==> src/rtl/lsu_stage.sv <==
// Load/store unit stage: one outstanding bus op, byte-lane alignment and load extension.
// Optional macro LSU_MISALIGN_TRAP_EN turns misaligned accesses into a flagged no-bus result.
module lsu_stage (
  input  logic        clk,
  input  logic        rst_n,
  input  logic        ex_valid,
  output logic        ex_ready,
  input  logic [4:0]  ex_inst_type,
  input  logic [4:0]  ex_w_addr,
  input  logic [63:0] ex_result,
  input  logic [63:0] ex_store_data,
  input  logic [2:0]  ex_funct3,
  input  logic        ex_is_load,
  input  logic        ex_is_store,
  input  logic        flush,
  output logic        mem_req,
  output logic        mem_we,
  output logic [63:0] mem_addr,
  output logic [63:0] mem_wdata,
  output logic [7:0]  mem_wmask,
  input  logic        mem_gnt,
  input  logic        mem_rvalid,
  input  logic [63:0] mem_rdata,
  output logic        out_valid,
  output logic [63:0] out_data,
  output logic [4:0]  out_w_addr,
  output logic [4:0]  out_inst_type,
  output logic        out_misalign
);

  typedef enum logic [1:0] {IDLE, REQ, WAIT, RESP} state_t;

  state_t      state_q, state_d;
  logic        drop_q, drop_d;
  logic        is_load_q, is_load_d;
  logic [2:0]  funct3_q, funct3_d;
  logic [2:0]  off_q, off_d;
  logic [63:0] ld_q, ld_d;
  logic        mem_req_q, mem_req_d;
  logic        mem_we_q, mem_we_d;
  logic [63:0] mem_addr_q, mem_addr_d;
  logic [63:0] mem_wdata_q, mem_wdata_d;
  logic [7:0]  mem_wmask_q, mem_wmask_d;
  logic        out_valid_q, out_valid_d;
  logic [63:0] out_data_q, out_data_d;
  logic [4:0]  out_w_addr_q, out_w_addr_d;
  logic [4:0]  out_inst_type_q, out_inst_type_d;
  logic        out_misalign_q, out_misalign_d;

  // Byte offset inside the doubleword, rounded down to the access's natural size.
  function automatic logic [2:0] lane_off(input logic [1:0] sz, input logic [2:0] a);
    case (sz)
      2'd0:    return a;
      2'd1:    return {a[2:1], 1'b0};
      2'd2:    return {a[2], 2'b00};
      default: return 3'b000;
    endcase
  endfunction

  function automatic logic [7:0] size_mask(input logic [1:0] sz);
    case (sz)
      2'd0:    return 8'h01;
      2'd1:    return 8'h03;
      2'd2:    return 8'h0F;
      default: return 8'hFF;
    endcase
  endfunction

  function automatic logic [63:0] load_ext(input logic [63:0] rdata, input logic [2:0] off,
                                           input logic [2:0] f3);
    logic [63:0] s;
    s = rdata >> {off, 3'b000};
    case (f3)
      3'b000:  return {{56{s[7]}}, s[7:0]};
      3'b001:  return {{48{s[15]}}, s[15:0]};
      3'b010:  return {{32{s[31]}}, s[31:0]};
      3'b100:  return {56'h0, s[7:0]};
      3'b101:  return {48'h0, s[15:0]};
      3'b110:  return {32'h0, s[31:0]};
      default: return s;
    endcase
  endfunction

`ifdef LSU_MISALIGN_TRAP_EN
  function automatic logic misaligned(input logic [1:0] sz, input logic [2:0] a);
    case (sz)
      2'd0:    return 1'b0;
      2'd1:    return a[0];
      2'd2:    return a[1:0] != 2'b00;
      default: return a != 3'b000;
    endcase
  endfunction
`endif

  logic       ex_mem_op;
  logic       ex_trap;
  logic [2:0] ex_off;

  assign ex_mem_op = ex_is_load | ex_is_store;
  assign ex_off    = lane_off(ex_funct3[1:0], ex_result[2:0]);
`ifdef LSU_MISALIGN_TRAP_EN
  assign ex_trap   = misaligned(ex_funct3[1:0], ex_result[2:0]);
`else
  assign ex_trap   = 1'b0;
`endif

  always_comb begin
    state_d         = state_q;
    drop_d          = drop_q;
    is_load_d       = is_load_q;
    funct3_d        = funct3_q;
    off_d           = off_q;
    ld_d            = ld_q;
    mem_req_d       = mem_req_q;
    mem_we_d        = mem_we_q;
    mem_addr_d      = mem_addr_q;
    mem_wdata_d     = mem_wdata_q;
    mem_wmask_d     = mem_wmask_q;
    out_valid_d     = 1'b0;
    out_data_d      = out_data_q;
    out_w_addr_d    = out_w_addr_q;
    out_inst_type_d = out_inst_type_q;
    out_misalign_d  = 1'b0;
    case (state_q)
      IDLE: begin
        if (ex_valid) begin
          out_w_addr_d    = ex_w_addr;
          out_inst_type_d = ex_inst_type;
          funct3_d        = ex_funct3;
          is_load_d       = ex_is_load;
          off_d           = ex_off;
          if (!ex_mem_op) begin
            out_valid_d = !flush;
            out_data_d  = ex_result;
          end else if (ex_trap) begin
            out_valid_d    = !flush;
            out_data_d     = 64'h0;
            out_misalign_d = 1'b1;
          end else begin
            state_d     = REQ;
            drop_d      = flush;
            mem_req_d   = 1'b1;
            mem_we_d    = ex_is_store & ~ex_is_load;
            mem_addr_d  = {ex_result[63:3], 3'b000};
            mem_wmask_d = 8'h00;
            mem_wdata_d = 64'h0;
            if (ex_is_store && !ex_is_load) begin
              mem_wmask_d = size_mask(ex_funct3[1:0]) << ex_off;
              mem_wdata_d = ex_store_data << {ex_off, 3'b000};
            end
          end
        end
      end
      REQ: begin
        if (flush) drop_d = 1'b1;
        if (mem_gnt) begin
          state_d   = WAIT;
          mem_req_d = 1'b0;
          mem_we_d  = 1'b0;
        end
      end
      WAIT: begin
        if (flush) drop_d = 1'b1;
        if (mem_rvalid) begin
          state_d = RESP;
          ld_d    = load_ext(mem_rdata, off_q, funct3_q);
        end
      end
      default: begin
        out_valid_d = !(drop_q || flush);
        out_data_d  = is_load_q ? ld_q : 64'h0;
        drop_d      = 1'b0;
        state_d     = IDLE;
      end
    endcase
  end

  always_ff @(posedge clk or negedge rst_n) begin
    if (!rst_n) begin
      state_q         <= IDLE;
      drop_q          <= 1'b0;
      is_load_q       <= 1'b0;
      funct3_q        <= 3'b000;
      off_q           <= 3'b000;
      ld_q            <= 64'h0;
      mem_req_q       <= 1'b0;
      mem_we_q        <= 1'b0;
      mem_addr_q      <= 64'h0;
      mem_wdata_q     <= 64'h0;
      mem_wmask_q     <= 8'h00;
      out_valid_q     <= 1'b0;
      out_data_q      <= 64'h0;
      out_w_addr_q    <= 5'h0;
      out_inst_type_q <= 5'h0;
      out_misalign_q  <= 1'b0;
    end else begin
      state_q         <= state_d;
      drop_q          <= drop_d;
      is_load_q       <= is_load_d;
      funct3_q        <= funct3_d;
      off_q           <= off_d;
      ld_q            <= ld_d;
      mem_req_q       <= mem_req_d;
      mem_we_q        <= mem_we_d;
      mem_addr_q      <= mem_addr_d;
      mem_wdata_q     <= mem_wdata_d;
      mem_wmask_q     <= mem_wmask_d;
      out_valid_q     <= out_valid_d;
      out_data_q      <= out_data_d;
      out_w_addr_q    <= out_w_addr_d;
      out_inst_type_q <= out_inst_type_d;
      out_misalign_q  <= out_misalign_d;
    end
  end

  assign ex_ready      = (state_q == IDLE);
  assign mem_req       = mem_req_q;
  assign mem_we        = mem_we_q;
  assign mem_addr      = mem_addr_q;
  assign mem_wdata     = mem_wdata_q;
  assign mem_wmask     = mem_wmask_q;
  assign out_valid     = out_valid_q;
  assign out_data      = out_data_q;
  assign out_w_addr    = out_w_addr_q;
  assign out_inst_type = out_inst_type_q;
  assign out_misalign  = out_misalign_q;

endmodule

==> config.mk <==
export PLATFORM = sky130hd
export DESIGN_NAME = lsu_stage
export DESIGN_NICKNAME = d
export VERILOG_FILES = /design/src/rtl/lsu_stage.sv
export SDC_FILE = /design/constraint.sdc
export NUM_CORES = 1
export LEC_CHECK = 0
export ABC_CLOCK_PERIOD_IN_PS = 5500
export CAP_MARGIN = 25
export CORE_MARGIN = 2
export CORE_UTILIZATION = 30
export CTS_CLUSTER_DIAMETER = 120
export DETAILED_ROUTE_END_ITERATION = 10
export PLACE_DENSITY_LB_ADDON = 0.2
export SLEW_MARGIN = 0
export SYNTH_ARGS = -nofsm -noshare
export SYNTH_HDL_FRONTEND = slang
export SYNTH_SLANG_ARGS = --single-unit
==> constraint.sdc <==
create_clock -name clk -period 5.5 [get_ports clk]
set_clock_uncertainty 0.05 [all_clocks]
set_input_delay 0.825 -clock clk [delete_from_list [all_inputs] [get_ports clk]]
set_output_delay 0.825 -clock clk [all_outputs]
set_load 0.01 [all_outputs]
Word level (Yosys, flattened, before mapping)
Cells that the tools add are included.
{ "classes": {"n_eq_ne": 15, "shift": 3, "muxes": 32, "bitwise": 4, "reduce_logical": 17} }
{ "op_table": {"columns": ["operator", "n"], "rows": [
  ["64-bit case mux with 6 select lines", 1],
  ["64-bit two-way mux", 4],
  ["64-bit case mux with 2 select lines", 1],
  ["64-bit by 6-bit left shift with 64-bit output", 1],
  ["64-bit by 6-bit right shift with 64-bit output", 1],
  ["8-bit two-way mux", 5],
  ["8-bit case mux with 3 select lines", 1],
  ["1-bit two-way mux", 10],
  ["3-bit equality test (second input constant)", 3],
  ["3-bit case mux with 3 select lines", 1],
  ["3-bit AND reduction", 3],
  ["2-bit two-way mux", 4],
  ["2-bit inequality test (second input constant)", 4],
  ["1-bit case mux with 2 select lines", 4],
  ["4-bit AND reduction", 2],
  ["8-bit by 3-bit left shift with 8-bit output", 1],
  ["2-bit case mux with 3 select lines", 1],
  ["2-bit by 1-bit equality test with 1-bit output (second input constant)", 2],
  ["2-bit equality test (second input constant)", 2],
  ["2-bit logical NOT", 2],
  ["2-bit by 1-bit inequality test with 1-bit output (second input constant)", 2],
  ["2-bit AND reduction", 2],
  ["3-bit by 1-bit equality test with 1-bit output (second input constant)", 1],
  ["3-bit by 2-bit equality test with 1-bit output (second input constant)", 1],
  ["9 further kinds", 12]
]} }
{ "word_totals": {"regBits": 284, "in_bits": 213, "output_inout_bits": 215, "word_cells": 86} }

Depth between registers and ports, before layout
{ "depth": {"word_depth": 8, "mapped_depth": 10, "depth_no_buf": 7} }

Worst setup path before layout
OpenSTA, ideal clock, no wires.
{ "synth_timing": {"path_type": "input to register", "from": "input port ex_funct3[1]", "to": "register mem_wdata_q[62] (netlist: mem_wdata[62])", "setup_ns": 0.126, "arrival_time_ns": 2.167, "slack_ns": 3.157, "stages": 7, "n_path_buf": 3, "cell_sequence": "buf_2 nor3b_1 buf_4 buf_4 mux2i_1 a21oi_1 a221o_1"} }
{ "synth_via": {"elab_chain_cells": 4} }
{ "synth_lines": {"columns": ["item", "line", "text"], "rows": [
  ["start: declaration", "12", "input logic [2:0] ex_funct3,"],
  ["2-bit equality test (tied with other cells)", "52", "case (sz)"],
  ["3-bit case mux with 3 select lines *", "52", null],
  ["64-bit by 6-bit left shift with 64-bit output *", "149", "mem_wdata_d = ex_store_data << {ex_off, 3'b000};"],
  ["64-bit two-way mux *", "147", "if (ex_is_store && !ex_is_load) begin"],
  ["end signal: assignment", "206", "mem_wdata_q <= mem_wdata_d;"],
  ["end: declaration", "42", "logic [63:0] mem_wdata_q, mem_wdata_d;"]
]} }
Every way passes the cells marked *; elsewhere a longest branch is shown, timed or not.
A chain may end at the register's enable or synchronous reset.

Worst setup path after layout
{ "layout_timing": {"from": "register state_q[1]", "to": "output port ex_ready"} }
{ "layout_via": {"elab_chain_cells": 1} }
{ "layout_lines": {"columns": ["item", "line", "text"], "rows": [
  ["start: declaration", "33", "state_t state_q, state_d;"],
  ["start signal: assignment", "197", "state_q <= state_d;"],
  ["2-bit logical NOT", "216", "assign ex_ready = (state_q == IDLE);"],
  ["end: declaration", "7", "output logic ex_ready,"]
]} }
No other way between the ends.

==> run metrics <==
Mapped Cells 1432; Rows 81; Top Ports 428; via count roughly 13000; Max Freq 288 MHz; RSZ-0062 raised after global routing no; highest routed layer met5; CTS tree built; status finished, final reports clean; Post-Place Setup Slack 1.59 ns; slack of the critical path ~2.0 ns; DRT iter0 DRCs 894; synth cell count leaders 284 x dfrtp_1, 135 x nor2_1, 132 x nand2_1; Hold Crit Class in -> async; CP Class reg -> out; top-count cell post-synth dfrtp_1; clock latency on the worst-skew pair 0.55 ns; LEAKAGE 0.00832 uW; Post-synth top flop dfrtp_1; final HPWL from detailed placement 39900 microns; Initial Util 0.302; PwrDens 591 nW/um^2; CTS max path bufs 3; die area ~51000 sq um; drt drc 0; Max H-tree Level 2; post-synthesis sequential area ratio 0.482; Final TNS setup 0 ns; Layout area overhead 39.9%; Final ANT Viol Nets 0; simple-gate portion of the synthesized area 0.109; vias per inst approximately 5.2; Pins Over Slew Limit 0; Period Utilization, post-route 0.631; Final Wtd Congestion 0.850; crit path DAT 2.59 ns; clk slew on worst S/H paths 0.06 ns; Seq cells post-synth 284; overall power between 10000 and 15000 uW; Worst-Margin Slew 1.04 ns; biggest area consumer among synthesized cells dfrtp_1; root buffer cell clkbuf_16; Detailed Routing Iterations Pass 1 5; Post-CTS Setup Bufs 0; Post-Synth XOR/XNOR Area 0; layout cells sized above 1 0.124; area of all placed cells without fillers between 20000 and 25000 sq um; clk sinks around 280; crit path max fanout 71; Yosys cell types 67; Max VDD drop 313 uV; Hold Buf Count CTS 0; routed wire length roughly 55000 microns; DR WL met2 approximately 27000 microns; routed len/inst 22.1 microns; max_slew headroom 0.308; CTS Buf Count 36; Worst setup SP type register; placed cell area approximately 19000 sq um; Post-Route M1 WL approximately 23000 microns; final setup violation count 0; Mean Syn Cell Area slightly above 10 sq um; Die Height 226 microns; Synth Cell Area 14700 sq um; Post-synth EDFFs 0; WHS 0.228 ns; final hold viol count 0; max-cap viol count 0; nets 2011; top cells by area, synth dfrtp_1 48%, mux2_2 6.6%, a22oi_1 5.0%; compound-cell area share of the yosys netlist 0.210; share of the synthesized area in the top cell type 0.482; adder-cell share of the synthesized area 0.00340; metal3 WL 3530 microns; global-route wire length before repair between 80000 and 90000 microns; YS warnings 0; mux contribution to synthesized area 0.145; die width around 230 microns; cts repair resizes 0; largest net degree at the start of global routing between 100 and 150; Critical Path RT 4.62 ns; number of global-route vias before repair 13200; Core ar. between 40000 and 50000 sq um; Port Buf Inserts 423; CP Capture Type primary output; initial antenna violation count 6; largest family of logic cells by synthesized area compound AO/OA/AOI/OAI gates; Fillers around 4700; crit path time final roughly 3.5 ns; asr flop ratio synth 1.00; gr ovfl total 0; Global Route Usage Sum 0.212
stage by stage:
step	util	std cells
global placement	0.399	2416
global route	0.423	2484
CTS	0.422	2481
finish	0.423	2485
detailed placement	0.399	2419
floorplan	-	1435
worst max-delay path: stages, from the launching register on:
cell and delay [ns]:
dfrtp_1 0.40, inv_1 0.14, ha_4 0.16, buf_4 0.64
clkdlybuf4s50_1 0.71
worst paths after layout:
path | cells past startpoint | slack [ns] | from | end
worst max-delay path | 4 | 2.03 | state_q[1] | ex_ready
worst min-delay path | 1 | 0.23 | rst_n | out_inst_type[0]
worst max register to register | 8 | 2.09 | state_q[1] | mem_wdata[8]
worst min register to register | 2 | 0.41 | mem_wmask[4] | mem_wmask[4]
max in group asynchronous | 2 | 3.96 | rst_n | mem_addr[58]
min in group clk | 2 | 0.41 | mem_wmask[4] | mem_wmask[4]
cell usage in the layout (no fill, tap or decap), types with 4 or more instances in the layout:
master / n
dfrtp_1: 282
a2bb2oi_1: 7
and2_1: 5
o22a_1: 13
mux2i_1: 64
a31oi_1: 20
conb_1: 4
a221oi_1: 5
a21oi_1: 130
o22ai_1: 11
a22o_1: 26
a22oi_1: 99
o221ai_1: 5
nor2b_1: 24
o21ai_0: 59
and3_1: 9
a211oi_1: 36
buf_4: 25
a31oi_2: 6
nand2b_1: 4
clkbuf_8: 9
o211ai_1: 8
nand3_1: 14
mux4_2: 22
clkinv_2: 5
nand4_1: 8
buf_12: 4
nor3_1: 6
mux2_2: 87
nand2_1: 131
clkdlybuf4s50_1: 422
clkbuf_1: 10
inv_1: 16
a32o_1: 8
nor2_1: 134
clkbuf_16: 37
area by class of cell:
type / count / area (sq um) / share of cell area
antenna: 3 / 7.51 / 0.000364
clock buffer: 56 / 1090 / 0.0527
inverter: 17 / 63.8 / 0.00310
sequential: 284 / 7110 / 0.345
multi-input combinational: 1002 / 6960 / 0.338
timing repair buffer: 453 / 4520 / 0.219
clock inverter: 6 / 33.8 / 0.00164
tap: 664 / 831 / 0.0403
cell families after synthesis:
| group | count (synthesis) |
|---|---|
| compound gates | 461 |
| fa+ha+maj | 4 |
| buf+inv | 149 |
| flops | 284 |
| mux | 174 |
| other cells | 1 |
| simple gates | 359 |
routing by layer:
layer,global-route usage,vias to the layer above
met5,0,-
met2,0.362,455
met3,0.0497,78
met4,0.0515,6
li1,-,5988
met1,0.272,6468
state kept, by name, indices dropped and copies added, names as in the netlist, 2 cells and up:
| name | count |
|---|---|
| mem_wdata | 64 |
| mem_wmask | 8 |
| ld_q | 64 |
| off_q | 3 |
| state_q | 2 |
| out_w_addr | 5 |
| out_inst_type | 5 |
| out_data | 64 |
| funct3_q | 3 |
| mem_addr | 61 |
power breakdown:
part	leakage (uW)	internal [uW]	total (uW)	switching [uW]
clock network	0.000556	1350	2280	923
registers	0.00348	3140	3910	770
logic	0.00428	2940	6000	3060
(Power assumes the default switching activity.)
